File: src/rtl/mem_port_arbiter.sv
// Three-requester memory port arbiter: data > fetch > debug with debug aging.
// One access in flight at a time; a timeout aborts accesses that never complete.
module mem_port_arbiter #(
    parameter int ADDR_W    = 16,
    parameter int DATA_W    = 16,
    parameter int TIMEOUT   = 15,
    parameter int AGE_LIMIT = 4
) (
    input  logic              clk,
    input  logic              reset,
    input  logic              d_req,
    input  logic              d_we,
    input  logic [ADDR_W-1:0] d_addr,
    input  logic [DATA_W-1:0] d_wdata,
    input  logic              f_req,
    input  logic [ADDR_W-1:0] f_addr,
    input  logic              g_req,
    input  logic              g_we,
    input  logic [ADDR_W-1:0] g_addr,
    input  logic [DATA_W-1:0] g_wdata,
    output logic [2:0]        gnt,
    output logic [2:0]        done,
    output logic              err,
    output logic [DATA_W-1:0] rdata,
    output logic              busy,
    output logic [ADDR_W-1:0] mem_addr,
    output logic [DATA_W-1:0] mem_wdata,
    output logic              mem_read,
    output logic              mem_write,
    input  logic [DATA_W-1:0] mem_rdata,
    input  logic              mem_ready
);

    typedef enum logic [1:0] {
        IDLE = 2'b00,
        BUSY = 2'b01,
        DONE = 2'b10
    } state_t;

    localparam logic [3:0] WAIT_LAST = 4'(TIMEOUT - 1);
    localparam logic [2:0] AGE_MAX   = 3'(AGE_LIMIT);

    state_t            state;
    state_t            state_nxt;
    logic [2:0]        age_cnt;
    logic [3:0]        wait_cnt;
    logic [2:0]        win_q;
    logic              we_q;
    logic              err_q;
    logic [ADDR_W-1:0] addr_q;
    logic [DATA_W-1:0] wdata_q;
    logic [2:0]        pick;
    logic              age_win;
    logic              any_req;

    assign any_req = d_req | f_req | g_req;

    // Terms are made mutually exclusive so the one-hot decode stays unique.
    always_comb begin
        age_win = g_req && (age_cnt == AGE_MAX);
        pick    = 3'b000;
        unique case (1'b1)
            age_win:                                 pick = 3'b100;
            (!age_win && d_req):                     pick = 3'b001;
            (!age_win && !d_req && f_req):           pick = 3'b010;
            (!age_win && !d_req && !f_req && g_req): pick = 3'b100;
            default:                                 pick = 3'b000;
        endcase
    end

    always_ff @(posedge clk) begin
        if (reset) state <= IDLE;
        else       state <= state_nxt;
    end

    always_comb begin
        state_nxt = IDLE;
        case (state)
            IDLE:    state_nxt = any_req ? BUSY : IDLE;
            BUSY: begin
                if (mem_ready || wait_cnt == WAIT_LAST) state_nxt = DONE;
                else                                    state_nxt = BUSY;
            end
            DONE:    state_nxt = IDLE;
            default: state_nxt = IDLE;
        endcase
    end

    always_comb begin
        busy      = (state != IDLE);
        gnt       = (state == BUSY || state == DONE) ? win_q : 3'b000;
        done      = (state == DONE) ? win_q : 3'b000;
        err       = (state == DONE) && err_q;
        mem_read  = (state == BUSY) && !we_q;
        mem_write = (state == BUSY) && we_q;
        mem_addr  = addr_q;
        mem_wdata = wdata_q;
    end

    always_ff @(posedge clk) begin
        if (reset) begin
            age_cnt  <= '0;
            wait_cnt <= '0;
            win_q    <= '0;
            we_q     <= 1'b0;
            err_q    <= 1'b0;
            addr_q   <= '0;
            wdata_q  <= '0;
            rdata    <= '0;
        end else begin
            case (state)
                IDLE: begin
                    wait_cnt <= '0;
                    if (!g_req || pick[2])      age_cnt <= '0;
                    else if (age_cnt != AGE_MAX) age_cnt <= age_cnt + 3'd1;
                    if (any_req) begin
                        win_q <= pick;
                        err_q <= 1'b0;
                        unique case (1'b1)
                            pick[0]: begin
                                addr_q  <= d_addr;
                                we_q    <= d_we;
                                wdata_q <= d_wdata;
                            end
                            pick[1]: begin
                                addr_q  <= f_addr;
                                we_q    <= 1'b0;
                                wdata_q <= '0;
                            end
                            pick[2]: begin
                                addr_q  <= g_addr;
                                we_q    <= g_we;
                                wdata_q <= g_wdata;
                            end
                            default: ;
                        endcase
                    end
                end
                BUSY: begin
                    // A ready in the final wait cycle still counts as success.
                    if (mem_ready) begin
                        err_q <= 1'b0;
                        if (!we_q) rdata <= mem_rdata;
                    end else if (wait_cnt == WAIT_LAST) begin
                        err_q <= 1'b1;
                        rdata <= '0;
                    end else begin
                        wait_cnt <= wait_cnt + 4'd1;
                    end
                end
                default: ;
            endcase
        end
    end

endmodule

File: config.mk
export PLATFORM = sky130hd
export DESIGN_NAME = mem_port_arbiter
export DESIGN_NICKNAME = d
export VERILOG_FILES = /design/src/rtl/mem_port_arbiter.sv
export SDC_FILE = /design/constraint.sdc
export NUM_CORES = 1
export LEC_CHECK = 0
export CORE_UTILIZATION = 40
export DETAILED_ROUTE_END_ITERATION = 16
export PLACE_DENSITY = 0.81
export SLEW_MARGIN = 20
export SYNTH_ARGS = -nofsm -noshare
export SYNTH_HDL_FRONTEND = slang
export SYNTH_SLANG_ARGS = --single-unit
File: constraint.sdc
create_clock -name clk -period 2 [get_ports clk]
set_clock_uncertainty 0.05 [all_clocks]
set_input_delay 0.3 -clock clk [delete_from_list [all_inputs] [get_ports clk]]
set_output_delay 0.3 -clock clk [all_outputs]
set_load 0.005 [all_outputs]
# After elaboration in Yosys (flattened, before gate mapping)
# Index checks and enable logic that the tools add are counted.
# word_totals
register_bits,62
input_bits,104
output_inout_bits,58
word_cells,74
# classes
add_sub_neg,2
n_eq_ne,10
muxes,21
bitwise,2
reduce_logical,30
# ops
op,n
16-bit one-hot mux with 3 select lines,2
16-bit two-way mux,3
3-bit two-way mux,4
3-bit AND reduction,4
1-bit logical AND,9
3-bit one-hot mux with 3 select lines,1
4-bit two-way mux,2
"2-bit inequality test, second input constant",4
4-bit one-hot mux with 2 select lines,1
2-bit nonzero test,4
"3-bit inequality test, second input constant",2
1-bit zero test,5
"4-bit by 1-bit adder with 4-bit output, second input constant",1
"4-bit equality test, second input constant",1
1-bit two-way mux,4
2-bit one-hot mux with 2 select lines,1
2-bit AND reduction,2
"3-bit by 1-bit adder with 3-bit output, second input constant",1
"3-bit equality test, second input constant",1
1-bit logical OR,3
1-bit one-hot mux with 3 select lines,1
3-bit nonzero test,1
"2-bit by 1-bit equality test with 1-bit output, second input constant",1
"2-bit equality test, second input constant",1
other kinds (5),6

# Depth between registers and ports, before layout
# Gate-level depths: netlist of the first run.
# depth
word_depth,11
mapped_depth,7
depth_no_buf,5

# Least setup slack after synthesis of the first run
# OpenSTA, ideal clock, no wires.
# synth_path
path_type,register to register
startpoint,register wait_cnt[0]
endpoint,register wait_cnt[0]
setup_ns,0.070
arrival_ns,1.384
t_required_ns,1.880
setup_slack_ns,0.496
path_stages_with_launch,7
path_buffers,1
period_less_slack_ns,1.504
cell_sequence,dfxtp_1 -> inv_1 -> ha_1 -> and3_1 -> clkbuf_1 -> or3_1 -> a21oi_1
# synth_via
elab_chain_cells,4
word_cells_on_any_way,7
cone_classes,add/sub (1); eq/ne (2); mux (3); reduce/logical (1)
# synth_lines
element,line_no,rtl
from (decl),46,logic [3:0] wait_cnt;
from (signal assigned),148,wait_cnt <= wait_cnt + 4'd1;
4-bit by 1-bit adder with 4-bit output,148,
4-bit two-way mux,144,end else if (wait_cnt == WAIT_LAST) begin
4-bit two-way mux,141,if (mem_ready) begin
4-bit one-hot mux with 2 select lines,111,case (state)
# Parallel ways exist; a longest one is shown, timed or not. The select of a mux whose other input is x is not followed.
# A chain may end at the register's enable or synchronous reset.

# Worst setup path after layout of the first run
# layout_path
startpoint,register state[1]
endpoint,output port busy
# layout_via
elab_chain_cells,1
# layout_lines
element,line_no,rtl
from (decl),43,state_t state;
from (signal assigned),73,else state <= state_nxt;
2-bit nonzero test,90,busy = (state != IDLE);
to (decl),25,"output logic busy,"
# No other way between the ends.

==> results of run 1 <==
[what timing repair did]
action	in CTS	in global routing
setup endpoints to repair	5	7
cloned	0	0
buffers inserted	0	0
resized for setup	5	9
[critical path: stages, from the launching register on]
cell and delay (ps):
dfxtp_1 340, inv_1 90, ha_2 240, inv_2 100, clkdlybuf4s50_1 500
[worst max-delay path by stage]
stage	from	to	cells past startpoint
floorplan	wait_cnt[0]	wait_cnt[0]	6
global placement	d_req	mem_addr[11]	5
detailed placement	d_req	mem_addr[5]	5
CTS	state[1]	mem_read	5
global route	state[0]	busy	4
finish	state[1]	busy	4
[Yosys cell counts (all sizes together)]
library cell	instances	area, um^2
nand3	79	400
dfxtp	62	1240
nor2	27	101
buf	26	165
a21oi	23	115
a311oi	22	193
a22oi	19	143
a32oi	16	140
clkbuf	14	53.8
a31oi	11	68.8
and2	10	62.6
and3b	8	70.1
inv	8	30.0
ha	7	87.6
nand2b	4	25.0
or3	4	25.0
nand2	3	11.3
nor2b	3	18.8
o211ai	3	22.5
o21ai	3	15.0
o31ai	3	36.3
nand4	2	12.5
a221oi	1	8.76
a2bb2oi	1	8.76
and3	1	6.26
clkinv	1	3.75
nand4b	1	8.76
nor3	1	5.00
o21bai	1	18.8
o2bb2ai	1	27.5
o31a	1	8.76
[logic make-up (layout without fill, tap and decap cells)]
kind of cell | after synthesis | in the layout | synth area share [%]
fa+ha+maj | 7 | 7 | 2.79
simple gates | 143 | 143 | 23.8
buf+inv | 49 | 202 | 8.06
flops | 62 | 62 | 39.6
compound gates | 105 | 105 | 25.7
[cell type report]
| class | count | area (um^2) |
|---|---|---|
| Sequential cell | 62 | 1240 |
| Multi-Input combinational cell | 255 | 1660 |
| Inverter | 9 | 33.8 |
| Tap cell | 99 | 124 |
| Clock buffer | 11 | 151 |
| Timing Repair Buffer | 178 | 1820 |
| Fill cell | 585 | 2310 |
| Clock inverter | 4 | 70.1 |
[through the flow]
stage	worst slack [ps]	total power, mW
finish	45.6	3.56
global route	-19.4	3.73
CTS	-27.4	3.58
detailed placement	-4.25	2.34
global placement	61.3	2.31
floorplan	496	1.81
[state kept, by name, indices dropped and copies added, names as in the netlist]
name       flops
age_cnt        3
mem_addr      16
we_q           1
win_q          3
err_q          1
state          2
rdata         16
wait_cnt       4
mem_wdata     16
[per-layer routing]
metal | routed length (um) | GRT usage, % | part of all wire (%)
met5 | 0 | 0 | 0
met4 | 386 | 14.7 | 3.7
met3 | 456 | 4.12 | 4.4
met2 | 5150 | 40.8 | 50
met1 | 4320 | 31.2 | 42
[report_power, final]
group,leakage [nW],total (mW),switching [mW],internal (mW)
Sequential,0.510,1.42,0.0709,1.35
Clock,0.115,1.24,0.477,0.759
Combinational,1.29,0.904,0.371,0.533
Total,1.91,3.56,0.918,2.64
==> flow_summary_export.csv, run 1 <==
group,metric,value,unit
logic_synthesis,syn-mean-instance-area,8.56,um^2
sta,grt_setup_unrepaired,"yes",
placement,numPortBuffers,161,
critical_path,path_max_fanout,8,
worst_hold_path,hold_class,"input pin to flip-flop",
clock_network,clkSinkCount,62,
die,core,7410,um^2
sta,fin_setup_tns,0,ps
layout,layout.nets,626,
clock_network,htreeDepth,3,
logic_synthesis,syn_nets,477,
clock_network,clk_latency,330,ps
die,start_util,42.3,%
global_routing,grt_pass1_wl,16.7,mm
drt,remaining_drc_errors,0,
placement,place_hpwl,7.14,mm
critical_path,r2r_slack,230,ps
global_routing,grt-ovfl-total,0,
sta,finalCritPeriodShare,97.7,%
die,rows,31,
clock_network,path_clk_slew,70,ps
layout,layout-drive-gt1-share,8.09,%
drt,drt_iter0_markers,219,
placement,placed_area,4850,um^2
clock_network,hold_buffers,0,
layout,final_util,68.8,%
critical_path,rr_startpoint,"state[1]",
layout,n_antenna_cell,0,
logic_synthesis,synthCells,366,
worst_hold_path,whs_endpoint,"win_q[0]",
layout,finalNonFillerCells,618,
critical_path,worst_setup_path_start_kind,"flip-flop",
critical_path,end_kind,"output pin",
clock_network,cts_tree,"done",
die,dieArea,8190,um^2
clock_network,clockBufferDepth,2,
clock_network,numCtsBuffers,9,
logic_synthesis,synth.distinct_cells,36,
drt,wire_per_inst,16.7,um
sta,setup_violations,0,
drt,drt-total-wl,10.3,mm
run,maxCapViolCount,0,
die,die_w,90.5,um
run_status,status,"finished, final reports clean",
global_routing,grt_start_max_net_pins,45,
clock_network,root_buffer,"clkbuf_8",
sta,finalCriticalPeriod,1950,ps
sta,slew_violations,0,
drt,drtPass1Iterations,5,
power,peakVddDrop,0.000374,V
placement,dp_cells,603,
critical_path,critPathKind,"flip-flop to output pin",
global_routing,grt_usage,25.1,%
sta,whs,360,ps
placement,place_congestion,0.794,
die,fp.dieH,90.5,um
sta,tightest_slew,661,ps
logic_synthesis,synth-seq-area-share,39.6,%
global_routing,antenna_found_initial,0,
critical_path,critPathArrivalTime,1600,ps
sta,hold_viol_final,0,
drt,postRouteAntennaNets,0,
layout,syn_to_final_growth,62.6,%
global_routing,grt_pass1_vias,3446,
drt,vias,3559,
critical_path,r2r_cells,6,
critical_path,regToRegEndpoint,"mem_addr[14]",
logic_synthesis,yosysWarningCount,0,
logic_synthesis,netlist_area,3130,um^2
logic_synthesis,ys_ff_latch,62,
power,p_per_area,698,nW/um^2
worst_hold_path,min_from,"reset",
sta,fmax,0.512,GHz
power,p_leak,1.91,nW
layout,fin_area,5100,um^2
layout,final_common_cell,"clkdlybuf4s50_1",
layout,final_cell_mix,"152 x clkdlybuf4s50_1, 78 x nand3_1, 61 x dfxtp_1",
die,ios,162,
worst_hold_path,holdPathStages,2,
drt,via_per_inst,5.76,
sta,slew_headroom,56.0,%
critical_path,worstPathRequired,1650,ps
Note: power is estimated with default switching activity, not from simulation.
==> inputs of run 2 (changes only) <==
--- a/config.mk
+++ b/config.mk
@@ -5,9 +5,11 @@
 export SDC_FILE = /design/constraint.sdc
 export NUM_CORES = 1
 export LEC_CHECK = 0
-export CORE_UTILIZATION = 40
+export CELL_PAD_IN_SITES_DETAIL_PLACEMENT = 1
+export CELL_PAD_IN_SITES_GLOBAL_PLACEMENT = 1
+export CORE_UTILIZATION = 28
 export DETAILED_ROUTE_END_ITERATION = 16
-export PLACE_DENSITY = 0.81
+export PLACE_DENSITY_LB_ADDON = 0.1
 export SLEW_MARGIN = 20
 export SYNTH_ARGS = -nofsm -noshare
 export SYNTH_HDL_FRONTEND = slang
==> run 2 against run 1 <==
Effect of this change: clock power shrank 22%; non-clock buffer count grew 5; total power is 7.0% lower; via count down 2.0%; critical path depth unchanged.
==> flow_summary_export.csv, run 2 (same netlist as run 1, synthesis figures left out) <==
group,metric,value,unit
run_status,status,"finished, final reports clean",
critical_path,crit_path_start,"state[1]",
worst_hold_path,min_from,"reset",
critical_path,worstPathRequired,1650,ps
global_routing,grt_usage,19.9,%
die,start_util,28.8,%
sta,slew_headroom,54.7,%
placement,place_congestion,0.697,
die,ios,162,
sta,finalCritPeriodShare,95.9,%
drt,remaining_drc_errors,0,
run,maxCapViolCount,0,
clock_network,root_buffer,"clkbuf_8",
die,fp.dieH,108,um
drt,via_per_inst,5.26,
global_routing,antenna_found_initial,0,
placement,placed_area,4940,um^2
drt,wire_per_inst,17.1,um
global_routing,grt_start_max_net_pins,39,
global_routing,grt-ovfl-total,0,
clock_network,clkSinkCount,62,
die,core,10900,um^2
layout,layout.nets,631,
clock_network,numCtsBuffers,9,
clock_network,clockBufferDepth,2,
power,peakVddDrop,0.000263,V
layout,n_antenna_cell,0,
placement,dp_cells,649,
global_routing,grt_pass1_wl,18.3,mm
layout,final_util,47.2,%
placement,dpl_worst_slack,57.6,ps
critical_path,end_kind,"output pin",
layout,final_common_cell,"clkdlybuf4s50_1",
drt,drt_iter0_markers,148,
placement,numPortBuffers,161,
placement,place_hpwl,8.17,mm
sta,finalCriticalPeriod,1920,ps
sta,whs,375,ps
critical_path,path_max_fanout,8,
power,p_leak,1.82,nW
drt,postRouteAntennaNets,0,
die,rows,38,
sta,hold_viol_final,0,
power,p_total,3.31,mW
clock_network,cts_tree,"done",
die,dieArea,11600,um^2
clock_network,path_clk_slew,70,ps
layout,finalNonFillerCells,663,
sta,fin_setup_tns,0,ps
clock_network,htreeDepth,3,
sta,slew_violations,0,
sta,setup_slack,81.9,ps
power,p_per_area,644,nW/um^2
worst_hold_path,hold_class,"input pin to flip-flop",
drt,drt-total-wl,11.4,mm
layout,fillCellCount,1296,
layout,syn_to_final_growth,63.9,%
sta,setup_violations,0,
clock_network,hold_buffers,0,
drt,vias,3489,
sta,tightest_slew,680,ps
drt,drtPass1Iterations,6,
global_routing,grt_pass1_vias,3738,
layout,fin_area,5140,um^2
layout,layout-drive-gt1-share,9.56,%
critical_path,worst_setup_path_start_kind,"flip-flop",
layout,final_cell_mix,"156 x clkdlybuf4s50_1, 78 x nand3_1, 60 x dfxtp_1",
die,die_w,108,um
critical_path,critPathKind,"flip-flop to output pin",
clock_network,clk_latency,320,ps
sta,grt_setup_unrepaired,"yes",
critical_path,critPathArrivalTime,1570,ps
sta,fmax,0.521,GHz
critical_path,rr_startpoint,"state[1]",
## run 2: cell type report
class                           count  area (um^2)  share of cell area [%]
Timing Repair Buffer              183         1840                    35.9
Multi-Input combinational cell    255         1680                    32.7
Sequential cell                    62         1240                    24.2
Tap cell                          140          175                    3.41
Clock buffer                       10          138                    2.68
Inverter                            9         33.8                   0.658
Clock inverter                      4         25.0                   0.487
## run 2: layer usage
layer / GRT usage, % / wire [um] / vias to the layer above
met1: 23.0 / 4750 / 1698
li1: - / - / 1691
met5: 0 / 0 / -
met3: 3.93 / 519 / 13
met2: 36.6 / 5950 / 87
met4: 5.97 / 152 / 0
## run 2: worst paths after layout
path | depth (start not counted) | to | slack (ps)
max | 4 | busy | 80
min | 2 | rdata[0] | 380
max reg2reg | 5 | rdata[10] | 360
min reg2reg | 2 | age_cnt[0] | 430
## run 2: critical path, stage by stage (launching register included)
cell and delay (ps):
dfxtp_2 360, inv_2 70, ha_4 200, inv_2 100, clkdlybuf4s50_1 510
## run 2: repair_timing
| item | in CTS | in global routing |
|---|---|---|
| setup buffers | 0 | 0 |
| endpoints found under the setup margin | 6 | 6 |
| gates resized for setup | 7 | 8 |
| pin swaps | 0 | 0 |
## run 2: power by group
part           total, mW  switching [mW]  internal [mW]
clock              0.962           0.497          0.465
combinational      0.927           0.379          0.548
sequential          1.42          0.0712           1.35
